--- src/rtl/data_m_pkg.sv ---
// ============================================================================
// data_m_pkg : shared types and constants for the data_m bus initiator
// Revision   : 1.0
// ============================================================================
`default_nettype none

package data_m_pkg;

  typedef enum logic [1:0] {
    IDLE    = 2'd0,
    ACCESS  = 2'd1,
    RESPOND = 2'd2
  } data_m_init_state_t;

  localparam int DATA_M_WIDTH         = 16;
  localparam int DATA_M_BYTESEL_WIDTH = 2;

  localparam logic [DATA_M_WIDTH-1:0] DATA_M_TIMEOUT_DATA = 16'hFFFF;

endpackage

`default_nettype wire

--- src/rtl/data_m_timeout_counter.sv ---
// ============================================================================
// data_m_timeout_counter : counts ACCESS cycles without ack, flags expiry
// Revision               : 1.0
// ============================================================================
`default_nettype none

module data_m_timeout_counter #(
  parameter int TIMEOUT_CYCLES = 255
) (
  input  logic clk,
  input  logic reset_n,
  input  logic clear,
  input  logic enable,
  output logic expired
);

  localparam int CNT_W = ($clog2(TIMEOUT_CYCLES + 1) > 8) ? $clog2(TIMEOUT_CYCLES + 1) : 8;
  localparam logic [CNT_W-1:0] C_TERMINAL = CNT_W'(TIMEOUT_CYCLES - 1);

  logic [CNT_W-1:0] r_count;

  always_ff @(posedge clk or negedge reset_n) begin
    if (!reset_n) begin
      r_count <= '0;
    end else if (clear) begin
      r_count <= '0;
    end else if (enable && (r_count != C_TERMINAL)) begin
      r_count <= r_count + 1'b1;
    end
  end

  // r_count holds completed no-ack cycles; this cycle makes it TIMEOUT_CYCLES.
  assign expired = enable && (r_count == C_TERMINAL);

endmodule

`default_nettype wire

--- src/rtl/data_m_initiator.sv ---
// ============================================================================
// data_m_initiator : single-outstanding data_m bus master (cmd -> bus -> rsp)
// Optional access timeout enabled by defining DATA_M_TIMEOUT_EN.
// Revision         : 1.0
// ============================================================================
`default_nettype none

module data_m_initiator
  import data_m_pkg::*;
#(
  parameter int ADDR_WIDTH     = 19,
  parameter int TIMEOUT_CYCLES = 255
) (
  input  logic                            clk,
  input  logic                            reset_n,
  input  logic                            cmd_valid,
  output logic                            cmd_ready,
  input  logic                            cmd_wr,
  input  logic [ADDR_WIDTH-1:0]           cmd_addr,
  input  logic [DATA_M_WIDTH-1:0]         cmd_data,
  input  logic [DATA_M_BYTESEL_WIDTH-1:0] cmd_bytesel,
  output logic                            rsp_valid,
  input  logic                            rsp_ready,
  output logic [DATA_M_WIDTH-1:0]         rsp_data,
  output logic                            rsp_error,
  output logic [ADDR_WIDTH-1:0]           data_m_addr,
  output logic [DATA_M_WIDTH-1:0]         data_m_data_out,
  output logic [DATA_M_BYTESEL_WIDTH-1:0] data_m_bytesel,
  output logic                            data_m_wr_en,
  output logic                            data_m_access,
  input  logic [DATA_M_WIDTH-1:0]         data_m_data_in,
  input  logic                            data_m_ack
);

  data_m_init_state_t r_state, w_state_next;

  logic                            r_cmd_ready, w_cmd_ready;
  logic [ADDR_WIDTH-1:0]           r_addr, w_addr;
  logic [DATA_M_WIDTH-1:0]         r_wdata, w_wdata;
  logic [DATA_M_BYTESEL_WIDTH-1:0] r_bytesel, w_bytesel;
  logic                            r_wr_en, w_wr_en;
  logic                            r_access, w_access;
  logic                            r_rsp_valid, w_rsp_valid;
  logic [DATA_M_WIDTH-1:0]         r_rsp_data, w_rsp_data;
  logic                            r_rsp_error, w_rsp_error;

  logic w_cmd_fire;
  logic w_expired;

  assign w_cmd_fire = cmd_valid && r_cmd_ready;

`ifdef DATA_M_TIMEOUT_EN
  data_m_timeout_counter #(
    .TIMEOUT_CYCLES (TIMEOUT_CYCLES)
  ) u_timeout (
    .clk     (clk),
    .reset_n (reset_n),
    .clear   (w_cmd_fire),
    .enable  ((r_state == ACCESS) && !data_m_ack),
    .expired (w_expired)
  );
`else
  assign w_expired = 1'b0;
`endif

  always_ff @(posedge clk or negedge reset_n) begin
    if (!reset_n) begin
      r_state <= IDLE;
    end else begin
      r_state <= w_state_next;
    end
  end

  always_comb begin
    w_state_next = r_state;
    w_addr       = r_addr;
    w_wdata      = r_wdata;
    w_bytesel    = r_bytesel;
    w_wr_en      = r_wr_en;
    w_access     = r_access;
    w_rsp_valid  = r_rsp_valid;
    w_rsp_data   = r_rsp_data;
    w_rsp_error  = r_rsp_error;

    case (r_state)
      IDLE: begin
        if (w_cmd_fire) begin
          w_addr       = cmd_addr;
          w_wdata      = cmd_wr ? cmd_data : '0;
          w_bytesel    = cmd_bytesel;
          w_wr_en      = cmd_wr;
          w_access     = 1'b1;
          w_state_next = ACCESS;
        end
      end
      ACCESS: begin
        // Ack has priority over a coincident timeout.
        if (data_m_ack) begin
          w_rsp_data   = r_wr_en ? '0 : data_m_data_in;
          w_rsp_error  = 1'b0;
          w_rsp_valid  = 1'b1;
          w_access     = 1'b0;
          w_wr_en      = 1'b0;
          w_state_next = RESPOND;
        end else if (w_expired) begin
          w_rsp_data   = DATA_M_TIMEOUT_DATA;
          w_rsp_error  = 1'b1;
          w_rsp_valid  = 1'b1;
          w_access     = 1'b0;
          w_wr_en      = 1'b0;
          w_state_next = RESPOND;
        end
      end
      RESPOND: begin
        // The responder's trailing ack lands here and is deliberately ignored.
        if (rsp_ready) begin
          w_rsp_valid  = 1'b0;
          w_state_next = IDLE;
        end
      end
      default: begin
        w_state_next = IDLE;
      end
    endcase

    w_cmd_ready = (w_state_next == IDLE);
  end

  always_ff @(posedge clk or negedge reset_n) begin
    if (!reset_n) begin
      r_cmd_ready <= 1'b0;
      r_addr      <= '0;
      r_wdata     <= '0;
      r_bytesel   <= '0;
      r_wr_en     <= 1'b0;
      r_access    <= 1'b0;
      r_rsp_valid <= 1'b0;
      r_rsp_data  <= '0;
      r_rsp_error <= 1'b0;
    end else begin
      r_cmd_ready <= w_cmd_ready;
      r_addr      <= w_addr;
      r_wdata     <= w_wdata;
      r_bytesel   <= w_bytesel;
      r_wr_en     <= w_wr_en;
      r_access    <= w_access;
      r_rsp_valid <= w_rsp_valid;
      r_rsp_data  <= w_rsp_data;
      r_rsp_error <= w_rsp_error;
    end
  end

  assign cmd_ready       = r_cmd_ready;
  assign rsp_valid       = r_rsp_valid;
  assign rsp_data        = r_rsp_data;
  assign rsp_error       = r_rsp_error;
  assign data_m_addr     = r_addr;
  assign data_m_data_out = r_wdata;
  assign data_m_bytesel  = r_bytesel;
  assign data_m_wr_en    = r_wr_en;
  assign data_m_access   = r_access;

endmodule

`default_nettype wire

--- config.mk ---
export PLATFORM = sky130hd
export DESIGN_NAME = data_m_initiator
export DESIGN_NICKNAME = d
export VERILOG_FILES = /design/src/rtl/data_m_pkg.sv /design/src/rtl/data_m_timeout_counter.sv /design/src/rtl/data_m_initiator.sv
export SDC_FILE = /design/constraint.sdc
export NUM_CORES = 1
export LEC_CHECK = 0
export CAP_MARGIN = 20
export CORE_ASPECT_RATIO = 1.2
export CORE_MARGIN = 10
export CORE_UTILIZATION = 40
export DETAILED_ROUTE_END_ITERATION = 7
export MAX_ROUTING_LAYER = met4
export PLACE_DENSITY_LB_ADDON = 0.1
export SLEW_MARGIN = 0
export SYNTH_ARGS = -nofsm -noshare
export SYNTH_HDL_FRONTEND = slang
export SYNTH_HIERARCHICAL = 1
export SYNTH_SLANG_ARGS = --single-unit
--- constraint.sdc ---
create_clock -name clk -period 1.5 [get_ports clk]
set_input_delay 0.15 -clock clk [delete_from_list [all_inputs] [get_ports clk]]
set_output_delay 0.15 -clock clk [all_outputs]
set_load 0.005 [all_outputs]
==> impl_metrics.py <==
metrics = {
    "synthesis": {
        "yosysTopAreaCell": "dfrtp_1",
        "syn_area_um2": 2350,
        "synth_top_cell_area_share": 0.629,
        "yosysMostFrequentCell": "nand2_1",
        "synth_cells": 253,
        "syn_nets": 312,
        "synth_area_leaders": "dfrtp_1 63%, nand2_1 19%, nand2b_1 4.3%",
        "ys_seq_elements": 59,
        "avgSynthCellArea_um2": 9.28,
        "synth_flop_cell": "dfrtp_1",
        "ys_types": 19,
        "yosys-top-cells-count": "118 x nand2_1, 59 x dfrtp_1, 17 x nand3_1, 17 x o21ai_0, 16 x nand2b_1",
        "synthArstFlopShare": 1.00,
        "ys_seq_area_frac": 0.629,
        "synth_edf_count": 0,
        "yosysWarningCount": 6,
    },
    "job": {
        "maxCapViolCount": 0,
    },
    "clocking": {
        "cts_setup_buffers": 0,
        "tritoncts.num_buffers": 9,
        "h-tree-depth": 3,
        "cts-resized-gates": 0,
        "clk-insertion-delay-late_ps": 320,
        "cts_buffer_depth": 2,
        "cts_num_sinks": 59,
        "clk_pin_slew_ps": 70,
        "cts-root-buf": "clkbuf_8",
        "cts_tree": "built",
        "ctsHoldBuffers": 1,
    },
    "die": {
        "dieWidth_um": 89.9,
        "dieHeight_um": 104,
        "top_level_ports": 117,
        "start_util": 0.414,
        "std_cell_rows": 30,
        "dieArea_um2": 9350,
        "core-area_um2": 5670,
    },
    "sta": {
        "post-route-min-period_ps": 1380,
        "grt_setup_unrepaired": "false",
        "fin_ws_ps": 116,
        "drv_slew": 0,
        "setup-violations-final": 0,
        "final_hold_viol_count": 0,
        "fin_tns_setup_ps": 0,
        "fin_crit_sh": 0.923,
        "finClkSkew_ps": 7.20,
        "fmax_mhz": 722,
    },
    "grt": {
        "grt.met1_usage": 0.171,
        "met3_usage": 0.0477,
        "grt_pass1_vias": 2103,
        "grt.overflow.total": 0,
        "grt_usage": 0.145,
        "busiest_layer": "met2",
        "use_met2": 0.224,
        "grt_max_degree": 41,
        "antenna_found_initial": 0,
        "grt_pass1_wl_um": 10600,
    },
    "power_and_ir_drop": {
        "p_leak_uw": 0.00180,
        "vdd_drop_max_mv": 0.967,
        "total_power_uw": 6970,
        "power_density_nw_per_um2": 1840,
    },
    "placement": {
        "routabilityCongestion": 0.699,
        "dpl_cell_area_um2": 3610,
        "place_hpwl_um": 4800,
        "pre_cts_ws_ps": 142,
        "port_buffers": 115,
    },
    "drt": {
        "drtAntennaViolNets": 0,
        "drt_iter0_drc": 65,
        "vias": 2012,
        "via_per_inst": 4.40,
        "wirelength_um": 6430,
        "firstDrtPassIters": 4,
        "drc": 0,
        "wl_per_cell_um": 14.1,
    },
    "finish": {
        "fin_nets": 432,
        "area_growth_syn_to_layout_pct": 61.0,
        "antenna_cells": 0,
        "final_layout_size_suffix_gt1_frac": 0.0637,
        "stdcell_area_um2": 3780,
    },
    "worst_setup_path": {
        "arrival_ps": 1230,
        "cp_num_buf_inv": 1,
        "cp_top_family": "buffers and inverters",
        "slowest_stage": "clkdlybuf4s50_1",
        "worstPathRequired_ps": 1350,
        "cp-end-kind": "output port",
        "critPathKind": "reg2out",
        "path_max_fanout": 3,
        "critPathLaunchType": "register",
        "slowest_delay_ps": 530,
        "cp_cell_sequence": "clkdlybuf4s50_1",
    },
    "min_path": {
        "worstHoldPathType": "in2async",
    },
    "outcome": {
        "status": "completed",
    },
}
cells in the final DEF, fill, tap and decap left out:
master	count
nand2_1	118
clkdlybuf4s50_1	114
dfrtp_1	59
o21ai_0	17
nand3_1	17
nand2b_1	16
clkbuf_8	10
buf_4	6
clkinv_2	3
buf_12	3
a21oi_1	2
clkbuf_1	2
inv_1	1
nand4bb_2	1
nand3b_1	1
or3_1	1
and3_1	1
and4bb_1	1
nor2_1	1
conb_1	1
dlygate4sd3_1	1
buf_2	1
cell families (layout without fill, tap and decap cells):
kind of cell / after synthesis / in the layout / share of synthesized area
simple gates: 157 / 157 / 0.288
buf+inv: 17 / 141 / 0.0415
flops: 59 / 59 / 0.629
other cells: 1 / 1 / 0.00160
compound gates: 19 / 19 / 0.0405
per-stage QoR:
| step | util | std cells | hold WS, ps |
|---|---|---|---|
| final | 0.667 | 457 | 342 |
| after detailed placement | 0.637 | 441 | 155 |
| after CTS | 0.667 | 457 | 339 |
| after floorplan | - | 253 | -146 |
| after global routing | 0.667 | 457 | 351 |
| after global placement | 0.637 | 441 | 153 |
worst register-to-register path: stages (launching register included):
cell	delay, ps
dfrtp_1	420
and4bb_1	360
buf_12	190
nand3_1	100
nand2_1	70
sequential cells by signal (all words and copies together), names as in the netlist:
name,flops
data_m_addr,19
data_m_data_out,16
rsp_data,16
data_m_bytesel,2
r_state,2
cmd_ready,1
data_m_access,1
data_m_wr_en,1
rsp_valid,1
metal layers:
layer	routed length [um]	part of all wire
met5	0	0
met4	96	0.015
met3	392	0.061
met2	3100	0.48
met1	2850	0.44
path summary, 6_finish.rpt:
check	start	to	slack, ps	cells after the start
max in group asynchronous	reset_n	rsp_data[7]	920	3
min in group clk	cmd_addr[2]	data_m_addr[2]	350	3
worst min-delay path	reset_n	rsp_data[9]	340	3
worst min register to register	data_m_data_out[6]	data_m_data_out[6]	460	2
worst max-delay path	cmd_ready	cmd_ready	120	1
worst max register to register	r_state[1]	data_m_data_out[10]	300	4
layout make-up:
type                       instances  area [um2]
sequential                        59        1480
timing repair buffer             125        1260
clock buffer                      12         145
inverter                           1        3.75
fill                             479        1890
tap                               80         100
multi-input combinational        177         779
clock inverter                     3        15.0
power by group:
group / internal (uW) / switching, uW / leakage [uW]
Sequential: 2340 / 387 / 0.000748
Combinational: 1840 / 1220 / 0.000967
Clock: 627 / 564 / 0.0000860
Total: 4800 / 2170 / 0.00180
(Power assumes the default switching activity.)
